File: config.mk
export PLATFORM = sky130hd
export DESIGN_NAME = pipelined_cla_addsub
export DESIGN_NICKNAME = d
export VERILOG_FILES = /design/src/rtl/cla_pkg.sv /design/src/rtl/cla4_group.sv /design/src/rtl/pipelined_cla_addsub.sv
export SDC_FILE = /design/constraint.sdc
export NUM_CORES = 1
export LEC_CHECK = 0
export BUFFER_PORTS_ARGS = -buffer_cell sky130_fd_sc_hd__clkbuf_2
export CELL_PAD_IN_SITES_DETAIL_PLACEMENT = 1
export CELL_PAD_IN_SITES_GLOBAL_PLACEMENT = 1
export CORE_AREA = 4 4 112 114
export CTS_CLUSTER_DIAMETER = 50
export CTS_CLUSTER_SIZE = 16
export DETAILED_ROUTE_END_ITERATION = 10
export DIE_AREA = 0 0 116 118
export PLACE_DENSITY = 0.82
export SYNTH_ARGS = -nofsm -noshare
export SYNTH_HDL_FRONTEND = slang
export SYNTH_SLANG_ARGS = --single-unit
File: constraint.sdc
create_clock -name clk -period 3.75 [get_ports clk]
set_clock_uncertainty 0.15 [all_clocks]
set_input_delay 0.1875 -clock clk [delete_from_list [all_inputs] [get_ports clk]]
set_output_delay 0.1875 -clock clk [all_outputs]
set_load 0.05 [all_outputs]
File: src/rtl/cla_pkg.sv
// Shared definitions for the pipelined carry-lookahead adder/subtractor.
package cla_pkg;

    // Bits resolved by one carry-lookahead group.
    localparam int GROUP_W = 4;

    // Operation select encoding.
    typedef enum logic {
        OP_ADD = 1'b0,
        OP_SUB = 1'b1
    } op_e;

endpackage

File: src/rtl/cla4_group.sv
// Four-bit carry-lookahead group: sum bits plus group generate/propagate
// for the stage-level lookahead that feeds this group its carry-in.
module cla4_group
    import cla_pkg::*;
(
    input  logic [GROUP_W-1:0] a_i,
    input  logic [GROUP_W-1:0] b_i,
    input  logic               cin_i,
    output logic [GROUP_W-1:0] sum_o,
    output logic               gen_o,
    output logic               prop_o
);

    logic [GROUP_W-1:0] bitG;
    logic [GROUP_W-1:0] bitP;
    logic [GROUP_W-1:0] bitC;

    // Flat two-level lookahead for the internal carries, then sum and group G/P.
    always_comb begin
        bitG    = a_i & b_i;
        bitP    = a_i ^ b_i;
        bitC[0] = cin_i;
        bitC[1] = bitG[0] | (bitP[0] & cin_i);
        bitC[2] = bitG[1] | (bitP[1] & bitG[0]) | (bitP[1] & bitP[0] & cin_i);
        bitC[3] = bitG[2] | (bitP[2] & bitG[1]) | (bitP[2] & bitP[1] & bitG[0])
                | (bitP[2] & bitP[1] & bitP[0] & cin_i);
        sum_o   = bitP ^ bitC;
        gen_o   = bitG[3] | (bitP[3] & bitG[2]) | (bitP[3] & bitP[2] & bitG[1])
                | (bitP[3] & bitP[2] & bitP[1] & bitG[0]);
        prop_o  = &bitP;
    end

endmodule

File: src/rtl/pipelined_cla_addsub.sv
// Pipelined add/subtract built from 4-bit lookahead groups. Each stage
// resolves a contiguous slice of groups (LSB first) and hands the partial
// sum, the carry out of its slice and the operands on to the next stage.
// The last stage register doubles as the registered output. WIDTH must be a
// multiple of 4 (min 8) and WIDTH/4 must divide evenly by STAGES.
module pipelined_cla_addsub
    import cla_pkg::*;
#(
    parameter int WIDTH  = 32,
    parameter int STAGES = 2
) (
    input  logic             clk,
    input  logic             rst,
    input  logic             in_valid,
    output logic             in_ready,
    input  logic [WIDTH-1:0] a,
    input  logic [WIDTH-1:0] b,
    input  logic             op,
    output logic             out_valid,
    input  logic             out_ready,
    output logic [WIDTH-1:0] result,
    output logic             cout,
    output logic             ovf,
    output logic             zero
);

    localparam int GROUPS = WIDTH / GROUP_W;
    localparam int GPS    = GROUPS / STAGES;
    localparam int SW     = GPS * GROUP_W;

    // Per-stage pipeline registers
    logic [STAGES-1:0] vld_q;
    logic [STAGES-1:0] vld_d;
    logic [WIDTH-1:0]  opA_q  [STAGES];
    logic [WIDTH-1:0]  opB_q  [STAGES];
    logic [WIDTH-1:0]  sum_q  [STAGES];
    logic [STAGES-1:0] carry_q;
    logic              ovf_q;
    logic              zero_q;

    // Per-stage combinational inputs and results
    logic [WIDTH-1:0]  srcA   [STAGES];
    logic [WIDTH-1:0]  srcB   [STAGES];
    logic [WIDTH-1:0]  srcSum [STAGES];
    logic [STAGES-1:0] srcCin;
    logic [WIDTH-1:0]  sum_d  [STAGES];
    logic [STAGES-1:0] stgCout;

    // Group-level signals
    logic [WIDTH-1:0]  grpSum;
    logic [GROUPS-1:0] grpG;
    logic [GROUPS-1:0] grpP;
    logic [GROUPS-1:0] grpCin;

    // Handshake
    logic [STAGES:0]   downReady;
    logic [STAGES-1:0] upValid;
    logic [STAGES-1:0] loadEn;

    logic              msbCarryIn;
    logic              ovf_d;
    logic              zero_d;

    // Stage 0 takes the raw operands (B inverted with carry-in 1 for subtract);
    // later stages take the previous stage's registers.
    always_comb begin
        srcA[0]   = a;
        srcB[0]   = (op == OP_SUB) ? ~b : b;
        srcSum[0] = '0;
        srcCin[0] = (op == OP_SUB);
        for (int s = 1; s < STAGES; s++) begin
            srcA[s]   = opA_q[s-1];
            srcB[s]   = opB_q[s-1];
            srcSum[s] = sum_q[s-1];
            srcCin[s] = carry_q[s-1];
        end
    end

    // One lookahead group per 4 bits; a group reads its owning stage's operands.
    for (genvar g = 0; g < GROUPS; g++) begin : gen_group
        localparam int S = g / GPS;
        cla4_group u_group (
            .a_i    (srcA[S][g*GROUP_W +: GROUP_W]),
            .b_i    (srcB[S][g*GROUP_W +: GROUP_W]),
            .cin_i  (grpCin[g]),
            .sum_o  (grpSum[g*GROUP_W +: GROUP_W]),
            .gen_o  (grpG[g]),
            .prop_o (grpP[g])
        );
    end

    // Carry into each group of a stage as a sum of G/P products back to the stage carry-in.
    always_comb begin
        logic cTerm;
        logic pTerm;
        int   base;
        grpCin  = '0;
        stgCout = '0;
        cTerm   = 1'b0;
        pTerm   = 1'b0;
        base    = 0;
        for (int s = 0; s < STAGES; s++) begin
            base = s * GPS;
            for (int j = 0; j <= GPS; j++) begin
                cTerm = srcCin[s];
                for (int i = 0; i < j; i++) begin
                    cTerm = cTerm & grpP[base+i];
                end
                for (int i = 0; i < j; i++) begin
                    pTerm = grpG[base+i];
                    for (int m = i + 1; m < j; m++) begin
                        pTerm = pTerm & grpP[base+m];
                    end
                    cTerm = cTerm | pTerm;
                end
                if (j < GPS) begin
                    grpCin[base+j] = cTerm;
                end else begin
                    stgCout[s] = cTerm;
                end
            end
        end
    end

    // Merge this stage's freshly resolved slice into the partial sum; derive final flags.
    always_comb begin
        for (int s = 0; s < STAGES; s++) begin
            sum_d[s]             = srcSum[s];
            sum_d[s][s*SW +: SW] = grpSum[s*SW +: SW];
        end
        msbCarryIn = sum_d[STAGES-1][WIDTH-1] ^ srcA[STAGES-1][WIDTH-1]
                   ^ srcB[STAGES-1][WIDTH-1];
        ovf_d      = msbCarryIn ^ stgCout[STAGES-1];
        zero_d     = (sum_d[STAGES-1] == '0);
    end

    // Ready ripples back from the consumer: a stage can load if empty or advancing.
    always_comb begin
        downReady[STAGES] = out_ready;
        for (int s = STAGES - 1; s >= 0; s--) begin
            downReady[s] = !vld_q[s] || downReady[s+1];
        end
        upValid[0] = in_valid;
        for (int s = 1; s < STAGES; s++) begin
            upValid[s] = vld_q[s-1];
        end
        loadEn = downReady[STAGES-1:0] & upValid;
        for (int s = 0; s < STAGES; s++) begin
            vld_d[s] = downReady[s] ? upValid[s] : vld_q[s];
        end
    end

    assign in_ready = downReady[0] && !rst;

    // Pipeline registers; data only moves on a load so a stalled output holds steady.
    always_ff @(posedge clk or posedge rst) begin
        if (rst) begin
            vld_q   <= '0;
            carry_q <= '0;
            ovf_q   <= 1'b0;
            zero_q  <= 1'b0;
            for (int s = 0; s < STAGES; s++) begin
                opA_q[s] <= '0;
                opB_q[s] <= '0;
                sum_q[s] <= '0;
            end
        end else begin
            vld_q <= vld_d;
            for (int s = 0; s < STAGES; s++) begin
                if (loadEn[s]) begin
                    opA_q[s]   <= srcA[s];
                    opB_q[s]   <= srcB[s];
                    sum_q[s]   <= sum_d[s];
                    carry_q[s] <= stgCout[s];
                end
            end
            if (loadEn[STAGES-1]) begin
                ovf_q  <= ovf_d;
                zero_q <= zero_d;
            end
        end
    end

    assign out_valid = vld_q[STAGES-1];
    assign result    = sum_q[STAGES-1];
    assign cout      = carry_q[STAGES-1];
    assign ovf       = ovf_q;
    assign zero      = zero_q;

endmodule

==> run metrics <==
status finished clean; max-cap violations 0; placed inst area 0.005468 mm^2; Crit. Startpoint opB_q[48]; pin count of the biggest net entering global routing 55; post-route setup TNS 0 ps; Worst Tran Pin Value 1216 ps; Final Cycle Share 91.44%; die height 118 um; clock buffer count from CTS 9; Antenna Nets Post-Route 0; clk root buf clkbuf_16; I/O pin cnt 106; Seq/Total Area, Yosys 44.86%; Routed wire per std cell 18.18 um; Slew Limit Fails 0; Post-Layout Inst Area 0.006046 mm^2; Die W 116 um; area fraction of the dominant cell type after synthesis 44.86%; HPWL after DPL 9684 um; worst path cell trace ha_1 -> a211oi_2 -> o21ai_1 -> a21oi_2 -> nor2_4 -> a21oi_2 -> o21bai_1 -> fa_1 -> nor4b_2 -> nand4_1 -> nor4_2 -> nand3_1 -> o31ai_1; leading area contributor after synthesis dfrtp_1; H-tree lvl count 3; pwr dens 697.7 mW/mm^2; maximum buffer depth of the clock tree 2; Worst-Skew Late Latency 340 ps; grt ovf 0; crit path launch type flop; max incr delay on CP 490 ps; Slew HR 18.70%; 1st-pass router iterations 4; n_diodes 0; die area 0.01369 mm^2; GRT Total Usage 19.75%; count of unique library cells instantiated by Yosys 41; RR Startpoint opB_q[48]; Fin. Hold Viols 0; clk slew on worst S/H paths 70 ps; Tot Pwr 0.004218 W; final period demand of the worst path 3429 ps; CP max FO 4; Worst Setup End Kind flop; Initial Utilization 42.01%; gpl congestion 0.8272; f_max 291.6 MHz; YS warnings 0; Cell Area, Synth 0.004797 mm^2; Initial DRC Count 102; syn_nets 561; vias after detailed routing 3810; worst endpoint required time 3840 ps; Slowest-stage cell, CP fa_1; register bit total from synthesis 86; CTS Sinks 86; Cells after Synth 453; VDD IR max 0.0004102 V; CTS tree built; first-pass GRT wire length 21560 um; core area 0.01142 mm^2; R2R depth 13; most used cell, CP a21oi_2; layout cell share with drive strength beyond 1 30.46%; initial antenna violation count 0; Post-layout nets 684; port bufs 105; Hold Slack 2.456 ps; RSZ-0062 raised after global routing no; vias in the first global route 4312; FP Rows 39; Worst EP arrival 3520 ps; Post CTS Setup Buffer Count 0; Static Leak 2.848 nW; drt total wl 13160 um; final setup violation count 0; P&R area growth vs syn 26.03%; # DRC 0; worst hold path class input port to flop; Synth area leaders dfrtp_1, ha_1, mux2_2; Hold Path Origin b[18]; Crit Path Class flop to flop; Syn Area/Cell 10.59 um^2; hold path cells 3; Via density 5.262
## synthesized netlist by cell type, drive strengths merged
cell type   n
a21o        3
nor4b       1
nor2       10
or3         3
nor4        6
mux2i       2
a21oi      20
nor3        4
nand2      59
buf         1
a211o       2
nand4       2
nand2b      4
xor2       29
inv        13
dfrtp      86
o21bai      2
o21a        6
or2         2
o211ai      2
a31oi       3
a2111o      1
clkbuf     17
a2111oi     1
mux2       35
and2        2
o2111a      1
a22oi       1
ha         32
a211oi      3
nand3       4
nand3b      1
o31ai       3
fa          7
nor2b       4
o21ai      49
xnor2      31
a21boi      1
## cells in the final DEF, fill, tap and decap left out, drive strengths merged, types with 2 or more instances in the layout
cell         count
clkbuf         114
dfrtp           86
nand2           59
o21ai           49
mux2            35
ha              32
xnor2           31
xor2            29
dlygate4sd3     20
a21oi           20
inv             15
nor2            10
fa               7
o21a             6
nor4             6
buf              5
nand2b           4
nor2b            4
nand3            4
nor3             4
a31oi            3
or3              3
o31ai            3
a21o             3
a211oi           3
a211o            2
o211ai           2
or2              2
o21bai           2
nand4            2
mux2i            2
bufinv           2
and2             2
clkinv           2
## sequential cells by signal, indices dropped and copies added (netlist names)
signal	flops
opA_q	16
srcSum	16
result	32
zero	1
ovf	1
carry_q	2
vld_q	2
opB_q	16
## per-layer routing
| layer | global-route usage (%) | wire [um] |
|---|---|---|
| met2 | 35.97 | 6999 |
| met4 | 7.977 | 384 |
| met1 | 23.10 | 5366 |
| met3 | 2.262 | 408 |
| met5 | 0 | 0 |
## critical path: cells and delay by family (launching register included)
kind / cells / cell delay [ps]
DFF: 1 / 410
adders and majority gates: 2 / 820
AOI/OAI and AO/OA: 6 / 1160
and+or+nand+nor: 5 / 790
## through the flow
step / setup WS, ps / utilization (%) / std cells
detailed placement: 33.97 / 47.89 / 688
finish: 321.0 / 52.95 / 724
floorplan: 514.9 / - / 453
global placement: 244.3 / 47.89 / 688
global route: 74.80 / 52.95 / 724
CTS: 16.14 / 52.64 / 724
## cell type report
class,count,area [um^2]
Tap cell,143,178.9
Clock inverter,7,102.6
Sequential cell,86,2152
Fill cell,1310,5373
Multi-Input combinational cell,336,2574
Timing Repair Buffer,130,763.2
Inverter,13,50.05
Clock buffer,9,225.2
## cell families (layout without fill, tap and decap cells)
family | Yosys count | in the layout | synth area share, %
compound gates | 98 | 98 | 12.08
simple gates | 102 | 102 | 9.625
fa+ha+maj | 39 | 39 | 11.27
xor+xnor | 60 | 60 | 10.95
mux | 37 | 37 | 8.633
flops | 86 | 86 | 44.86
buf+inv | 31 | 159 | 2.582
## power breakdown
group	switching, W	internal (W)
sequential	0.000206	0.00120
combinational	0.00124	0.000591
clock	0.000394	0.000592
## path summary, 6_finish.rpt
path | end | slack [ps]
worst min register to register | result[27] | 330
worst max register to register | zero | 320
max in group asynchronous | opB_q[60] | 2020
worst max-delay path | zero | 320
min in group asynchronous | vld_q[1] | 300
worst min-delay path | opB_q[50] | 2
## repair_timing
| item | in CTS | in global routing |
|---|---|---|
| setup endpoints to repair | 1 | 1 |
| gates cloned | 0 | 0 |
| pin swaps | 0 | 2 |
| endpoints found under the hold margin | 51 | 0 |
| hold buffers | 20 | 0 |
| resized for setup | 4 | 9 |
No activity file was read; power rests on OpenSTA's default activity.
